--- src/rtl/fetch_unit.sv ---
// Instruction-fetch stage: owns the fetch PC, issues word requests to a variable-latency imem, buffers returns for decode.
// Latency: redirect at N -> request N+1; with 1-cycle memory and gnt=1, if_valid_o at N+3; one instruction per cycle steady state.
// Backpressure: id_ready_i low fills the DEPTH-entry buffer, then imem_req_o drops; ungranted requests hold address stable.
//
// Ports:
//   clk, rst            clock, asynchronous active-low reset
//   imem_req_o/addr_o   fetch request (address = pc[31:0]); accepted on imem_gnt_i
//   imem_rvalid_i/rdata in-order instruction responses
//   redirect_i/pc_i     flush buffered and in-flight fetches, restart at redirect_pc_i
//   if_valid_o/instr_o/pc_o, id_ready_i   valid/ready handoff to decode
//   perf_fetched_o, perf_stall_o          present only when FETCH_PERF_EN is defined
// Optional feature macro: FETCH_PERF_EN (decode-transfer and decode-starved cycle counters).

module fetch_unit #(
  parameter int unsigned     XLEN     = 64,
  parameter int unsigned     DEPTH    = 4,
  parameter logic [XLEN-1:0] RESET_PC = '0,
  parameter int unsigned     PC_INC   = 1
) (
  input  logic            clk,
  input  logic            rst,
  output logic            imem_req_o,
  output logic [31:0]     imem_addr_o,
  input  logic            imem_gnt_i,
  input  logic            imem_rvalid_i,
  input  logic [31:0]     imem_rdata_i,
  input  logic            redirect_i,
  input  logic [XLEN-1:0] redirect_pc_i,
  output logic            if_valid_o,
  output logic [31:0]     if_instr_o,
  output logic [XLEN-1:0] if_pc_o,
  input  logic            id_ready_i
`ifdef FETCH_PERF_EN
  ,
  output logic [31:0]     perf_fetched_o,
  output logic [31:0]     perf_stall_o
`endif
);

  localparam int unsigned PW = $clog2(DEPTH);
  localparam int unsigned CW = PW + 1;

  // Fetch PC and slot storage.
  logic [XLEN-1:0]  r_pc;
  logic [XLEN-1:0]  r_slot_pc    [DEPTH];
  logic [31:0]      r_slot_instr [DEPTH];
  logic [DEPTH-1:0] r_slot_filled;

  // head: next to decode; tail: next to allocate; fill: oldest allocated-but-unfilled.
  logic [PW-1:0] r_head;
  logic [PW-1:0] r_tail;
  logic [PW-1:0] r_fill;

  // alloc: slots holding a granted fetch; pend: allocated slots still waiting on data;
  // drop: responses still owed by memory for fetches that were flushed.
  logic [CW-1:0] r_alloc_cnt;
  logic [CW-1:0] r_pend_cnt;
  logic [CW-1:0] r_drop_cnt;

  // Last presented head values, so outputs hold while nothing is valid.
  logic [31:0]     r_last_instr;
  logic [XLEN-1:0] r_last_pc;

  logic          w_grant;
  logic          w_head_ok;
  logic          w_xfer;
  logic          w_fill;
  logic          w_drop_rsp;
  logic [CW:0]   w_occ;
  logic [CW:0]   w_inflight;
  logic [CW:0]   w_redir_drop;

  // Outstanding responses (stale + live) never exceed DEPTH because drop+alloc gates the request.
  assign w_occ      = {1'b0, r_drop_cnt} + {1'b0, r_alloc_cnt};
  assign w_inflight = {1'b0, r_drop_cnt} + {1'b0, r_pend_cnt};

  assign imem_req_o  = (r_alloc_cnt < CW'(DEPTH)) && (w_occ < (CW+1)'(DEPTH)) && !redirect_i && rst;
  assign imem_addr_o = r_pc[31:0];
  assign w_grant     = imem_req_o && imem_gnt_i;

  assign w_head_ok  = (r_alloc_cnt != '0) && r_slot_filled[r_head];
  assign if_valid_o = w_head_ok && !redirect_i;
  assign if_instr_o = w_head_ok ? r_slot_instr[r_head] : r_last_instr;
  assign if_pc_o    = w_head_ok ? r_slot_pc[r_head]    : r_last_pc;
  assign w_xfer     = if_valid_o && id_ready_i;

  // A response belongs to a flushed fetch while drop_cnt is nonzero; older responses always come first.
  assign w_drop_rsp = imem_rvalid_i && (r_drop_cnt != '0);
  assign w_fill     = imem_rvalid_i && (r_drop_cnt == '0) && (r_pend_cnt != '0) && !redirect_i;

  // On redirect every unfilled slot becomes a response to discard; a response landing
  // in the redirect cycle itself is already consumed, so it is not counted.
  always_comb begin
    w_redir_drop = w_inflight;
    if (imem_rvalid_i && (w_inflight != '0)) begin
      w_redir_drop = w_inflight - (CW+1)'(1);
    end
    if (w_redir_drop > (CW+1)'(DEPTH)) begin
      w_redir_drop = (CW+1)'(DEPTH);
    end
  end

  always_ff @(posedge clk or negedge rst) begin
    if (!rst) begin
      r_pc          <= RESET_PC;
      r_slot_filled <= '0;
      r_head        <= '0;
      r_tail        <= '0;
      r_fill        <= '0;
      r_alloc_cnt   <= '0;
      r_pend_cnt    <= '0;
      r_drop_cnt    <= '0;
      r_last_instr  <= '0;
      r_last_pc     <= '0;
    end else begin
      if (w_head_ok) begin
        r_last_instr <= r_slot_instr[r_head];
        r_last_pc    <= r_slot_pc[r_head];
      end
      if (redirect_i) begin
        r_pc          <= redirect_pc_i;
        r_slot_filled <= '0;
        r_head        <= '0;
        r_tail        <= '0;
        r_fill        <= '0;
        r_alloc_cnt   <= '0;
        r_pend_cnt    <= '0;
        r_drop_cnt    <= w_redir_drop[CW-1:0];
      end else begin
        if (w_grant) begin
          r_slot_filled[r_tail] <= 1'b0;
          r_tail                <= r_tail + PW'(1);
          r_pc                  <= r_pc + XLEN'(PC_INC);
        end
        if (w_fill) begin
          r_slot_filled[r_fill] <= 1'b1;
          r_fill                <= r_fill + PW'(1);
        end
        if (w_xfer) begin
          r_head <= r_head + PW'(1);
        end
        if (w_drop_rsp) begin
          r_drop_cnt <= r_drop_cnt - CW'(1);
        end
        case ({w_grant, w_xfer})
          2'b10:   r_alloc_cnt <= r_alloc_cnt + CW'(1);
          2'b01:   r_alloc_cnt <= r_alloc_cnt - CW'(1);
          default: r_alloc_cnt <= r_alloc_cnt;
        endcase
        case ({w_grant, w_fill})
          2'b10:   r_pend_cnt <= r_pend_cnt + CW'(1);
          2'b01:   r_pend_cnt <= r_pend_cnt - CW'(1);
          default: r_pend_cnt <= r_pend_cnt;
        endcase
      end
    end
  end

  // Payload storage needs no reset: the filled bits and counters decide what is visible.
  always_ff @(posedge clk) begin
    if (w_grant) begin
      r_slot_pc[r_tail] <= r_pc;
    end
    if (w_fill) begin
      r_slot_instr[r_fill] <= imem_rdata_i;
    end
  end

`ifdef FETCH_PERF_EN
  logic [31:0] r_perf_fetched;
  logic [31:0] r_perf_stall;

  always_ff @(posedge clk or negedge rst) begin
    if (!rst) begin
      r_perf_fetched <= '0;
      r_perf_stall   <= '0;
    end else if (!redirect_i) begin
      if (w_xfer) begin
        r_perf_fetched <= r_perf_fetched + 32'd1;
      end
      if (id_ready_i && !if_valid_o) begin
        r_perf_stall <= r_perf_stall + 32'd1;
      end
    end
  end

  assign perf_fetched_o = r_perf_fetched;
  assign perf_stall_o   = r_perf_stall;
`endif

endmodule
--- config.mk ---
export PLATFORM = sky130hd
export DESIGN_NAME = fetch_unit
export DESIGN_NICKNAME = d
export VERILOG_FILES = /design/src/rtl/fetch_unit.sv
export SDC_FILE = /design/constraint.sdc
export NUM_CORES = 1
export LEC_CHECK = 0
export BUFFER_PORTS_ARGS = -buffer_cell sky130_fd_sc_hd__buf_2
export CAP_MARGIN = 40
export CORE_ASPECT_RATIO = 0.8
export CORE_MARGIN = 5
export CORE_UTILIZATION = 63
export DETAILED_ROUTE_END_ITERATION = 8
export GPL_TIMING_DRIVEN = 0
export PLACE_DENSITY = 0.84
export REMOVE_ABC_BUFFERS = 1
export SETUP_SLACK_MARGIN = 0.3
export SLEW_MARGIN = 20
export SYNTH_ARGS = -nofsm -noshare
export SYNTH_HDL_FRONTEND = slang
export SYNTH_SLANG_ARGS = --single-unit
--- constraint.sdc ---
create_clock -name clk -period 7.3 [get_ports clk]
set_clock_uncertainty 0.15 [all_clocks]
set_input_delay 1.46 -clock clk [delete_from_list [all_inputs] [get_ports clk]]
set_output_delay 1.46 -clock clk [all_outputs]
set_load 0.05 [all_outputs]
# Yosys cells after proc, flatten, opt, wreduce, memory -nomap -nowiden
# Memories as Yosys holds them, arrays and structs flattened.
# Index checks and enable logic that the tools add are counted.
# op_classes
muxes	32
add_sub_neg	12
order_cmp	8
n_eq_ne	4
n_reduce_logical	26
n_bitwise	3
# op_table
cell	count
$mux 64	3
$add 64x1->64 const B	1
$mux 32	1
$mux 4	5
$mux 3	5
$reduce_bool 3->1	5
$logic_and 1x1->1	14
$mux 2	6
$pmux 3 s2	2
$lt 2x3->1 const B	3
$sub 3x1->3 const B	3
$add 3x3->4	2
$reduce_bool 2->1	4
$mux 1	7
$add 2x1->2 const B	3
$add 3x1->3 const B	2
$and 4x4->4	1
$demux 1 s2	2
$eq 2x1->1 const B	2
$eq 2x2->1 const B	2
$ge 2x1->1 const B	2
$gt 4x3->1 const B	1
$lt 4x3->1 const B	1
$not 4->4	1
7 further kinds	7
# word_totals
ff_bits	179
out_inout_bits	130
ram_bits	384
inputBits	102
memories	2
# mem_list
memory	words	word_bits	read_ports	rd_ports_with_merged_regs	write_ports	line_no	source
r_slot_pc	4	64	1	0	1	45	logic [XLEN-1:0] r_slot_pc [DEPTH];
r_slot_instr	4	32	1	0	1	46	logic [31:0] r_slot_instr [DEPTH];

# Logic depth before layout (Yosys ltp)
# logic_depth
ltp_word	11
ltp_mapped	12
depth_no_buf	10

# Worst setup path before layout
# No wires, ideal clock.
# synth_path
path_kind	input to register
startpoint	in redirect_i
endpoint	mem r_slot_pc[3][0], enable pin
slack_ns	2.818
setup_time_ns	0.418
path_stages	7
required_ns	6.732
arrival_time_ns	3.914
path_cell_list	clkbuf_1 nor2_1 and4_1 clkbuf_1 buf_1 nand2_1 inv_1
# synth_via
elab_chain_cells	6
# synth_lines
item	line_no	source
start: declaration	27	input logic redirect_i,
$logic_not 1->1	77	assign imem_req_o = (r_alloc_cnt < CW'(DEPTH)) && (w_occ < (CW+1)'(DEPTH)) && !redirect_i && rst;
$logic_and 1x1->1 (2 in a row)	77	
$logic_and 1x1->1	79	assign w_grant = imem_req_o && imem_gnt_i;
$mux 1	161	if (w_grant) begin
$mux 1 (not written as such)	162	r_slot_pc[r_tail] <= r_pc;
end: declaration	45	
# No other way between the ends.

# Worst setup path in the final report
# layout_path
startpoint	reg r_head[1]
endpoint	out if_pc_o[30]
# layout_via
elab_chain_cells	4
word_cells_on_any_way	5
# layout_lines
item	line_no	source
start: declaration	50	logic [PW-1:0] r_head;
start signal: assignment	140	r_head <= r_head + PW'(1);
$bmux 1 s2	81	assign w_head_ok = (r_alloc_cnt != '0) && r_slot_filled[r_head];
$mux 1 (not written as such)	81	
$logic_and 1x1->1	81	
$mux 64 *	84	assign if_pc_o = w_head_ok ? r_slot_pc[r_head] : r_last_pc;
end: declaration	31	output logic [XLEN-1:0] if_pc_o,
# Mark *: on every way between the ends. The rest lies on a longest branch, timed or not. The select of a mux whose other input is x is not followed.

==> results.md <==
* Placed insts at 1999
* Synth area leader: edfxtp_1
* Initial antenna violation count at 6
* Register area share after synthesis at 69.7%
* Clk root buf: clkbuf_16
* Relative max-transition margin at 45.4%
* Most common cell in the netlist: edfxtp_1
* LEAKAGE at 10.1 nW
* CTS Sinks at 563
* R2R Path End: r_alloc_cnt[2]
* Worst reg2reg path startpoint: r_head[0]
* HPWL Detailed at 34.0 mm
* Final Core Density at 73.8%
* Max VDD drop at 0.000244 V
* Post-synth ARST share at 31.8%
* Ys flop type: edfxtp_1
* Worst path cell trace: buf_16 -> mux4_2 -> o31a_2 -> buf_12 -> buf_12 -> buf_12 -> mux2_2 -> buf_2
* Total CTS buffers at 52
* FP Rows at 62
* Syn-to-layout area delta at 15.4%
* Die width at 223 um
* Actual slew at the worst max-slew pin at 818 ps
* Crit path DAT at 3520 ps
* CP Capture Type: output pin
* Tcrit/Tclk final at 70.3%
* Pwr/cell area at 306 nW/um^2
* Share of cells above drive strength 1 at 34.7%
* Vias after detailed routing at 13500
* Status: finished, final reports clean
* Top area cells in the synthesized netlist: edfxtp_1 50%, dfrtp_1 20%, mux4_2 9.5%, mux2_2 4.9%, nand2_1 1.5%
* Critical path's slowest cell: dfrtp_4
* Final Power at 8.11 mW
* Mapped cell area at 23000 um^2
* Clock Path Buffers at 3
* Post-route cell area at 26500 um^2
* Detailed Routing Iterations Pass 1 at 5
* Core area at 35900 um^2
* DRT antenna net count at 0
* Synth warn at 0
* Cell variety after synth at 61
* Min Tclk post-route at 5130 ps
* Vias in the first global route at 14100
* Crit Path Category: register to output pin
* GP Congestion at 0.834
* Largest net degree at the start of global routing at 86
* Num ports at 232
* RSZ-0062 raised after global routing: no
* Buf+Inv Stages, Crit Path at 5
* Fmax at 195 MHz
* Crit path max-delay family: buffers and inverters
* Clk_lat worst skew at 560 ps
* Area share of the largest cell type after synthesis at 50.2%
* Port bufs at 231
* R2R cell count at 11
* Synth Instances at 1365
* Total grt overflow at 0
* Clk slew on worst S/H paths at 60 ps
* # resized after CTS at 0
* Critical path data required time at 5690 ps
* Syn Area/Cell at 16.8 um^2
* Nets at 1696
* Max-capacitance violation count at 0
* Final hold slack at 343 ps
* H-tree levels at 2
* R2r setup slk at 3630 ps
* Gr usage total at 26.7%
* Final Hold Violating Endpoints at 0
* Crit path to: if_pc_o[30]
* Setup bufs post-CTS at 0
* Total wire length at 53.8 mm
* FILL cells at 2104
* CTS tree: built
* Final setup viols at 0
* Number of DRC markers in iteration 0 at 1516
* Commonest cells in the netlist: 384 x edfxtp_1, 179 x dfrtp_1, 99 x mux2_2
* Post-place instance area at 24800 um^2
* Fin cells at 2100
* First-pass GRT wire length at 83.2 mm
* Worst Path Max Fanout at 47
* Post-synth EDFFs at 384
* Max Slew Vio Count at 0
* Yosys reg bits at 563
* Worst Setup SP: r_head[1]
* Worst setup SP type: register
* Die area at 40400 um^2
* Max incr delay on CP at 730 ps
* Post-CTS Hold Buffers at 0
* Die Ht at 181 um
* CP dominant cell by count: buf_12
* Critical Path Stages at 8
* Initial Util at 63.9%
* DRC Markers at 0
* Hold path cells at 1
* Hold Crit Class: register to register
* DR vias/cell at 6.45
* Wire per inst at 25.6 um
state kept, by name, indices dropped and copies added, names as in the netlist, 3 cells and up:
| signal | count |
|---|---|
| r_pend_cnt | 3 |
| r_alloc_cnt | 3 |
| r_slot_filled | 4 |
| r_last_instr | 32 |
| r_drop_cnt | 3 |
| r_pc | 64 |
| r_slot_pc | 256 |
| r_slot_instr | 128 |
| r_last_pc | 64 |
worst min-delay path by stage:
stage / from / to / slack [ps]
finish: r_last_pc[52] / r_last_pc[52] / 340
floorplan: r_slot_filled[2] / r_slot_filled[2] / 330
global route: r_last_pc[36] / r_last_pc[36] / 360
global placement: r_last_pc[60] / r_last_pc[60] / 330
detailed placement: r_last_instr[6] / r_last_instr[6] / 330
CTS: r_last_pc[52] / r_last_pc[52] / 350
layer usage:
metal / global-route usage [%] / vias to the layer above / wire length, um
li1: - / 5751 / -
met2: 43.7 / 710 / 26900
met4: 8.84 / 2 / 1810
met1: 37.6 / 6948 / 20900
met3: 4.51 / 134 / 4140
met5: 0 / - / 13
power by group:
group / total, mW / internal (mW) / switching (mW)
clock network: 2.68 / 1.55 / 1.14
logic: 1.55 / 0.426 / 1.12
registers: 3.88 / 3.70 / 0.182
total: 8.11 / 5.67 / 2.44
cell usage in the layout, fill, tap and decap left out, types with 12 or more instances in the layout:
cell type	instances
a21oi_1	15
a31oi_1	12
and3_1	20
buf_12	13
buf_2	229
clkbuf_1	15
clkbuf_16	53
dfrtp_1	177
edfxtp_1	384
ha_1	17
inv_1	13
mux2_2	99
mux4_2	97
nand2_1	91
nand3_1	48
nand4_1	25
nor2_1	39
nor3_1	13
o211ai_1	26
o21ai_0	42
xnor2_1	14
layout make-up:
cell class | count | area, um^2 | share of cell area, %
clock inverters | 24 | 256 | 0.968
repair buffers | 258 | 1720 | 6.48
diodes | 5 | 12.5 | 0.0472
inverters | 18 | 77.6 | 0.293
flip-flops and latches | 563 | 16000 | 60.5
clock buffers | 71 | 1420 | 5.38
well taps | 480 | 601 | 2.27
multi-input cells | 681 | 6380 | 24.1
stage by stage:
stage	setup slack (ps)	setup TNS (ps)
floorplan	-1750	-215310
global placement	-5630	-1823900
detailed placement	2150	0
CTS	2130	0
global route	2000	0
finish	2170	0
logic make-up after synthesis:
group / share of synthesized area [%]
AO/OA/AOI/OAI: 4.38
adder cells (fa/ha/maj): 1.19
AND/OR/NAND/NOR: 6.91
XOR/XNOR: 0.572
multiplexers: 14.6
flip-flops: 69.7
buffers and inverters: 2.57
No activity file was read; power rests on OpenSTA's default activity.
